===== config.mk =====
export PLATFORM = sky130hd
export DESIGN_NAME = reset_sequencer
export DESIGN_NICKNAME = d
export VERILOG_FILES = /design/src/rtl/reset_seq_pkg.sv /design/src/rtl/reset_sync_bit.sv /design/src/rtl/reset_sequencer.sv
export SDC_FILE = /design/constraint.sdc
export NUM_CORES = 1
export LEC_CHECK = 0
export BUFFER_PORTS_ARGS = -buffer_cell sky130_fd_sc_hd__clkbuf_2
export CAP_MARGIN = 0
export CORE_UTILIZATION = 62
export CTS_CLUSTER_DIAMETER = 80
export DETAILED_ROUTE_END_ITERATION = 8
export GPL_ROUTABILITY_DRIVEN = 0
export PLACE_DENSITY = 0.78
export SLEW_MARGIN = 25
export SYNTH_ARGS = -nofsm -noshare
export SYNTH_HDL_FRONTEND = slang
export SYNTH_SLANG_ARGS = --single-unit

===== constraint.sdc =====
create_clock -name clk -period 3.7 [get_ports clk]
set_clock_uncertainty 0.15 [all_clocks]
set_input_delay 0.185 -clock clk [delete_from_list [all_inputs] [get_ports clk]]
set_output_delay 0.185 -clock clk [all_outputs]
set_load 0.02 [all_outputs]

===== src/rtl/reset_seq_pkg.sv =====
// Shared types and helpers for the reset sequencer: FSM state encoding and
// a clog2 variant that never yields a zero-width vector.
package reset_seq_pkg;

    typedef enum logic [1:0] {
        HOLD    = 2'd0,
        RELEASE = 2'd1,
        DONE    = 2'd2
    } seq_state_e;

    function automatic int safe_clog2(input int value);
        int result;
        if (value > 1) begin
            result = $clog2(value);
        end else begin
            result = 1;
        end
        return result;
    endfunction

endpackage


===== src/rtl/reset_sync_bit.sv =====
// Single-bit request synchronizer: a SYNC_LEN flop chain whose reset value is
// "request asserted", so the domain stays in reset until the chain flushes.
module reset_sync_bit
    import reset_seq_pkg::*;
#(
    parameter int SYNC_LEN = 3
) (
    input  logic clk,
    input  logic rst,
    input  logic d,
    output logic q
);

    if (SYNC_LEN < 2) begin : g_bad_sync_len
        $error("reset_sync_bit: SYNC_LEN must be at least 2");
    end

    logic [SYNC_LEN-1:0] chain_q;
    logic [SYNC_LEN-1:0] chain_d;

    // Shift the normalised request one stage deeper each cycle.
    always_comb begin
        chain_d = {chain_q[SYNC_LEN-2:0], d};
    end

    // Chain storage; reset forces every stage to the asserted level.
    always_ff @(posedge clk) begin
        if (rst) begin
            chain_q <= {SYNC_LEN{1'b1}};
        end else begin
            chain_q <= chain_d;
        end
    end

    assign q = chain_q[SYNC_LEN-1];

endmodule


===== src/rtl/reset_sequencer.sv =====
// Multi-channel reset sequencer: synchronizes NUM_IN async requests plus a
// software request, stretches the combined request, then releases outputs in order.
module reset_sequencer
    import reset_seq_pkg::*;
#(
    parameter int                NUM_IN      = 2,
    parameter logic [NUM_IN-1:0] IN_POLARITY = {NUM_IN{1'b1}},
    parameter int                NUM_OUT     = 4,
    parameter int                SYNC_LEN    = 3,
    parameter int                STRETCH     = 16,
    parameter int                STEP        = 8
) (
    input  logic               clk,
    input  logic               rst,
    input  logic [NUM_IN-1:0]  rst_req_in,
    input  logic               sw_rst_req,
    output logic [NUM_OUT-1:0] rst_out,
    output logic               busy,
    output logic               done
);

    localparam int CNT_MAX = (STRETCH > STEP) ? STRETCH : STEP;
    localparam int CNT_W   = safe_clog2(CNT_MAX + 1);
    localparam int IDX_W   = safe_clog2(NUM_OUT);

    localparam logic [CNT_W-1:0]   STRETCH_C = CNT_W'(STRETCH);
    localparam logic [CNT_W-1:0]   STEP_LAST = CNT_W'(STEP - 1);
    localparam logic [CNT_W-1:0]   CNT_ONE   = CNT_W'(1);
    localparam logic [IDX_W-1:0]   IDX_ONE   = IDX_W'(1);
    localparam logic [IDX_W-1:0]   IDX_LAST  = IDX_W'(NUM_OUT - 1);
    localparam logic [NUM_OUT-1:0] ALL_ON    = {NUM_OUT{1'b1}};
    localparam logic [NUM_OUT-1:0] BIT0      = NUM_OUT'(1);

    if (SYNC_LEN < 2) begin : g_bad_sync_len
        $error("reset_sequencer: SYNC_LEN must be at least 2");
    end
    if (STRETCH < 1) begin : g_bad_stretch
        $error("reset_sequencer: STRETCH must be at least 1");
    end
    if (STEP < 1) begin : g_bad_step
        $error("reset_sequencer: STEP must be at least 1");
    end
    if (NUM_OUT < 1) begin : g_bad_num_out
        $error("reset_sequencer: NUM_OUT must be at least 1");
    end

    // XNOR with the polarity mask maps every input onto active-high.
    logic [NUM_IN-1:0] req_norm;
    logic [NUM_IN-1:0] req_sync;
    logic              req;

    assign req_norm = ~(rst_req_in ^ IN_POLARITY);

    for (genvar i = 0; i < NUM_IN; i++) begin : g_sync
        reset_sync_bit #(
            .SYNC_LEN (SYNC_LEN)
        ) u_sync (
            .clk (clk),
            .rst (rst),
            .d   (req_norm[i]),
            .q   (req_sync[i])
        );
    end

    assign req = (|req_sync) | sw_rst_req;

    seq_state_e         state_q,   state_d;
    logic [CNT_W-1:0]   stretch_q, stretch_d;
    logic [CNT_W-1:0]   step_q,    step_d;
    logic [IDX_W-1:0]   idx_q,     idx_d;
    logic [NUM_OUT-1:0] rst_out_q, rst_out_d;
    logic               busy_q,    busy_d;
    logic               done_q,    done_d;

    // Next-state, counter and output computation for the release sequence.
    always_comb begin
        state_d   = state_q;
        stretch_d = stretch_q;
        step_d    = step_q;
        idx_d     = idx_q;
        rst_out_d = rst_out_q;

        case (state_q)
            HOLD: begin
                rst_out_d = ALL_ON;
                if (req) begin
                    stretch_d = '0;
                end else if (stretch_q == STRETCH_C) begin
                    stretch_d = '0;
                    step_d    = '0;
                    idx_d     = '0;
                    rst_out_d = ~BIT0;
                    if (NUM_OUT == 1) begin
                        state_d = DONE;
                    end else begin
                        state_d = RELEASE;
                    end
                end else begin
                    stretch_d = stretch_q + CNT_ONE;
                end
            end
            RELEASE: begin
                if (req) begin
                    state_d   = HOLD;
                    stretch_d = '0;
                    step_d    = '0;
                    idx_d     = '0;
                    rst_out_d = ALL_ON;
                end else if (step_q == STEP_LAST) begin
                    step_d    = '0;
                    idx_d     = idx_q + IDX_ONE;
                    rst_out_d = rst_out_q & ~(BIT0 << idx_d);
                    if (idx_d == IDX_LAST) begin
                        state_d = DONE;
                    end else begin
                        state_d = RELEASE;
                    end
                end else begin
                    step_d = step_q + CNT_ONE;
                end
            end
            DONE: begin
                if (req) begin
                    state_d   = HOLD;
                    stretch_d = '0;
                    step_d    = '0;
                    idx_d     = '0;
                    rst_out_d = ALL_ON;
                end else begin
                    rst_out_d = '0;
                end
            end
            default: begin
                state_d   = HOLD;
                stretch_d = '0;
                step_d    = '0;
                idx_d     = '0;
                rst_out_d = ALL_ON;
            end
        endcase

        busy_d = |rst_out_d;
        done_d = ~(|rst_out_d);
    end

    // State, counters and registered outputs.
    always_ff @(posedge clk) begin
        if (rst) begin
            state_q   <= HOLD;
            stretch_q <= '0;
            step_q    <= '0;
            idx_q     <= '0;
            rst_out_q <= ALL_ON;
            busy_q    <= 1'b1;
            done_q    <= 1'b0;
        end else begin
            state_q   <= state_d;
            stretch_q <= stretch_d;
            step_q    <= step_d;
            idx_q     <= idx_d;
            rst_out_q <= rst_out_d;
            busy_q    <= busy_d;
            done_q    <= done_d;
        end
    end

    assign rst_out = rst_out_q;
    assign busy    = busy_q;
    assign done    = done_q;

endmodule


-- Yosys cells after proc, flatten, opt, wreduce, memory -nomap -nowiden
Index checks and enable logic that the tools add are counted.
W data, S select, Z words.
- register bits: 26
- input bits: 5
- add/sub/neg operators: 3
- equality and inequality tests: 10
- shift operators: 1
- multiplexer cells: 27
- bitwise operators: 6
- reduce and logical (&&, ||, !) cells: 6
- operator list (cell ; count):
    $mux W5 ; 7
    $mux W2 ; 10
    $pmux W5 S3 ; 1
    $mux W4 ; 3
    $pmux W2 S3 ; 2
    $pmux W4 S3 ; 1
    $add A5 B1 Y5 const B ; 2
    $pmux W5 S2 ; 1
    $ne A2 B2 Y1 const B ; 3
    $eq A5 B3 Y1 const B ; 1
    $eq A5 B5 Y1 const B ; 1
    $and A4 B4 Y4 ; 1
    $eq A2 B2 Y1 const B ; 2
    $not A2 Y2 ; 2
    $not A4 Y4 ; 1
    $reduce_and A4 Y1 ; 1
    $reduce_or A2 Y1 ; 2
    $reduce_or A4 Y1 ; 1
    $shl A1 B2 Y4 const A ; 1
    $ne A3 B3 Y1 const B ; 1
    $reduce_and A3 Y1 ; 1
    $add A2 B1 Y2 const B ; 1
    $eq A2 B1 Y1 const B ; 1
    $logic_not A2 Y1 ; 1
    4 further kinds ; 5

-- Logic depth before layout (Yosys ltp)
- depth after elaboration: 9
- gate-level depth with buffers: 7

-- By module
A second synthesis with hierarchy kept.
- cell total of the unflattened synthesis: 139
- area, all modules: 1362.6 µm²
- by module, submodules not included (module ; times used ; cells each ; area an instance (µm²)):
    reset_sequencer ; 1 ; 127 ; 1204.9
    reset_sync_bit ; 2 ; 6 ; 78.8

-- Least setup slack after synthesis
Ideal clock, no wire load.
- kind: register -> register
- start: register state_q[0]
- end: register state_q[0]
- setup time: 0.122 ns
- arrival: 1.634 ns
- required time: 3.428 ns
- setup slack: 1.794 ns
- stages on the path, launching flop included: 7
- path buffers: 0
- clock period less this slack: 1.906 ns
- cells stage by stage: dfxtp_1 -> inv_1 -> ha_1 -> or4b_2 -> o21ai_0 -> o21ai_0 -> o311a_1
- word-level cells in the longest chain between the ends: 3
- elaborated cells on any way between the ends: 9
- classes of those cells: eq/ne (6); mux (1); reduce/logical (2)
- ends and longest elaborated chain (what ; RTL line ; source):
    start, declared ; reset_sequencer.sv:67 ; seq_state_e state_q, state_d;
    start signal, assigned ; reset_sequencer.sv:157 ; state_q <= state_d;
    $eq A2 B1 Y1 (tied with other cells) ; reset_sequencer.sv:83 ; case (state_q)
    $ne A3 B3 Y1 (no line) / $ne A2 B2 Y1 (equally long branches) ; -- ;
    $reduce_and A4 Y1 (no line) ; -- ;
Parallel ways exist; a longest one is shown, timed or not.
A chain may end at the register's enable or synchronous reset.

-- Worst setup path after layout
- start: register stretch_q[0]
- end: register done_q, in the netlist done
- word-level cells in the longest chain between the ends: 6
- ends and longest elaborated chain (what ; RTL line ; source):
    start, declared ; reset_sequencer.sv:68 ; logic [CNT_W-1:0] stretch_q, stretch_d;
    start signal, assigned ; reset_sequencer.sv:158 ; stretch_q <= stretch_d;
    $eq A5 B5 Y1 ; reset_sequencer.sv:88 ; end else if (stretch_q == STRETCH_C) begin
    $mux W1 ; reset_sequencer.sv:88 ;
    $mux W1 ; reset_sequencer.sv:86 ; if (req) begin
    $pmux W4 S3 ; reset_sequencer.sv:83 ;
    $reduce_or A4 Y1 ; reset_sequencer.sv:143 ; done_d = ~(|rst_out_d);
    $not A1 Y1 ; reset_sequencer.sv:143 ;
    end signal, assigned ; reset_sequencer.sv:163 ; done_q <= done_d;
    end, declared ; reset_sequencer.sv:73 ; logic done_q, done_d;
Every way passes these cells.

==> results summary <==
The run finished with clean final reports. The reported leakage power came out at roughly 0.54 nW. The number of buffers and inverters on the critical path is 1.

The number of top-level design ports is 11. The net count of the finished layout is ~170. The area share of xor/xnor cells in the synthesized design is 0%. In this run the clock root is driven by a clkbuf_4. The maximum level of the CTS H-tree is 1. The via count of the first global-routing pass is roughly 930. The maximum net fanout on the critical path came out at 14.

The post-layout instance count excluding filler cells came out at between 150 and 200. The largest stage delay on the critical path is around 0.69 ns. The via count of the routed design came out at between 1k and 1.5k. For this run, global-route usage on met2 was measured as 42.47%. The synthesized instance count is ~140. The region available for standard cell placement spans around 2000 sq um. The total overflow left after global routing is 0. The synthesized net count came out at 160. The clock transition at the registers of the reported paths is roughly 0.14 ns. The worst slack on hold paths is 0.05189 ns. Of the total synthesized cell area, the portion taken by AND, OR, NAND and NOR gates is 26.07%. The average vias per placed instance is 6.049.

TritonCTS built the clock tree. The peak ir drop on the vdd network is approximately 0.29 mV. The number of maximum-capacitance violations is 0.

The routed wirelength normalized by instance count is approximately 14 um. Entering global routing, the biggest net connects 16 pins. The fraction of layout instances using a drive strength above 1 came out at between 10% and 20%. Grouping stages by cell kind, the critical path spends the most delay in compound AO/OA/AOI/OAI gates.

The detailed router's first-iteration violation count came out at 16. By area, the combinational part of the netlist is dominated by simple AND/OR/NAND/NOR gates. The global-route wire length before repair is 3877 um. The hold-fix buffer count after cts came out at 2. The starting utilization of the core area is about two thirds.

The area share of fa/ha/maj cells after synthesis came out at a little over a tenth. The number of buffers inserted during clock tree synthesis is 3. Global routing consumed, on the met3 layer, ~3.8% of the routing resources.

For this design, the slowest cell found on the critical path is a21boi_1. Among all flip-flop cells after synthesis, the most frequent one is dfxtp_1. The worst path uses about 60% of the clock period. The floorplan die height came out at ~48 um. Yosys attributes the largest share of cell area to dfxtp_1 (40%), ha_1 (11%), a21oi_1 (6.2%). The worst-case register-to-register setup slack is ~1.5 ns. The share of the synthesized area in compound gates (AO/OA/AOI/OAI) came out at 18.41%. The met1 track utilization from global routing came out at 29.52%. The floorplan step defined a die boundary enclosing 2269 sq um. The busiest metal layer after global routing is met2.

The latest clock arrival within the worst-skew pair came out at 0.32 ns. The number of buffers on the longest clock path is 2. The max-slew violation total from the final report is 0. In the post-route analysis, the smallest setup slack over all paths is 1.483 ns. The share of synthesized area spent on multiplexers is 0.7752%. The overall global routing resource usage came out at 24.40%. STA classifies the critical path endpoint as a flop.

The async set or reset register ratio after synthesis came out at 0%. The critical path arrival is 2.30 ns. The synthesized cell area came out at between 1000 and 1500 sq um.

The worst hold path belongs to the class in2reg. The final-report hold violation count came out at 0. Summed over all nets, the half-perimeter wirelength after detailed placement is 1680 um.

The post-CTS setup buffer count came out at 0. The mean instance size in the synthesized netlist came out at 8.967 sq um. The area share of the largest cell type after synthesis came out at about two fifths. In the final layout, flip-flops and latches occupy 520.5 sq um. The number of diodes added for antenna fixing is 0. The synthesis-stage register bit count came out at 26.

The final core area utilization is ~73%. The initial antenna violation count is 0. The worst setup path is launched from a flop. The number of enable flip-flop cells after synthesis is 0. The actual slew at the worst max-slew pin is about 0.88 ns. The detailed-route wire length is roughly 2500 um. Counting I/O delays and the setup requirement, the final critical path takes 2.217 ns. The total iterations of the first detailed-routing run came out at 4. The cell total after placement is about 180. The maximum clock rate is 451.1 MHz. The floorplan has 16 rows. In this run, post-CTS repair resized a total of 0 instances.

The filler cell count in the final layout came out at 163. The signal on the critical path passes through inv_1, ha_1, and4bb_2, a21boi_1, nor4_1, and3_1. The floorplan step set the die width to 47.64 um. Setup violations remaining at the end of the flow were counted as 0.

Summed over all instances, the cell type with the most area after synthesis is dfxtp_1. The number of sinks handled by clock tree synthesis is 26. The post-detailed-route DRC marker count is 0. The post-synthesis cell type count came out at 39.

For the worst setup path, the data required time is ~3.8 ns. The post-route antenna net violation count is 0. In the final layout, the multi-input gates occupy 721.9 sq um. The total negative slack came out at 0 ns. The number of warnings reported in the yosys synthesis log is 0. Setup repair after global routing left no endpoint under its margin. The number of I/O port buffers is 10. The power per cell area is ~350 nW/um^2.

The critical path is of the reg2reg type. The portion of the post-synthesis area used by sequential elements is 40.31%. The post-place setup slack came out at approximately 1.5 ns. The layout overhead on the synthesized area is 10.66%. The normalized max-slew margin is 40.41%.
metrics by stage:
step           cell area, sq um  total power [mW]
5_1_grt                    1429            0.5175
6_report                   1429            0.5016
4_1_cts                    1429            0.5035
3_3_place_gp               1356            0.3103
3_5_place_dp               1356            0.3107
2_1_floorplan              1291            0.3039
power by group:
| part | switching (mW) | internal [mW] | total [mW] |
|---|---|---|---|
| combinational | 0.0117 | 0.00906 | 0.0207 |
| clock | 0.0853 | 0.110 | 0.195 |
| sequential | 0.00235 | 0.284 | 0.286 |
layer usage:
metal / wire length [um] / vias up
li1: - / 548
met1: 1157 / 520
met2: 1202 / 25
met3: 78 / 8
met4: 72 / 0
met5: 0 / -
cell families after synthesis:
group,after synthesis
compound gates,39
fa+ha+maj,11
buf+inv,13
flops,26
mux,1
simple gates,54
Yosys cell counts (all sizes together), types with 2 or more instances:
cell	n
dfxtp	26
a21oi	16
ha	11
o21ai	10
inv	8
nor2	7
or2	7
nand3	6
clkbuf	5
nand2	5
nand4	5
nor2b	3
nor4b	3
o31ai	3
or3	3
or4	3
a21boi	2
and2	2
and4bb	2
or4b	2
cells in the final DEF (no fill, tap or decap), types with 5 or more instances in the layout:
cell type  instances
or2_2              7
dfxtp_1           26
nand3_1            6
nand4_1            5
clkbuf_2          10
inv_1              8
o21ai_0            9
nand2_1            5
nor2_1             7
a21oi_1           16
ha_1              11
worst paths after layout:
| kind | cells after the start | startpoint | to |
|---|---|---|---|
| max | 6 | stretch_q[0]$_SDFFE_PP0P_ | done$_SDFF_PP0_ |
| max reg2reg | 6 | stretch_q[0]$_SDFFE_PP0P_ | done$_SDFF_PP0_ |
| min reg2reg | 1 | g_sync[1].u_sync.chain_q[0]$_SDFF_PP1_ | g_sync[1].u_sync.chain_q[1]$_SDFF_PP1_ |
| min | 2 | rst | step_q[1]$_SDFFE_PP0P_ |
state kept, by name, summed over array words and instances (netlist names):
register / count
g_sync.u_sync.chain_q: 6
idx_q: 2
busy: 1
state_q: 2
rst_out: 4
step_q: 5
done: 1
stretch_q: 5
final cells by class:
cell class | count | share of cell area, %
Clock inverter | 1 | 2.102
Tap cell | 27 | 2.364
Inverter | 8 | 2.102
Multi-Input combinational cell | 105 | 50.53
Clock buffer | 3 | 1.576
Timing Repair Buffer | 12 | 4.904
Sequential cell | 26 | 36.43
Note: power is estimated with default switching activity, not from simulation.
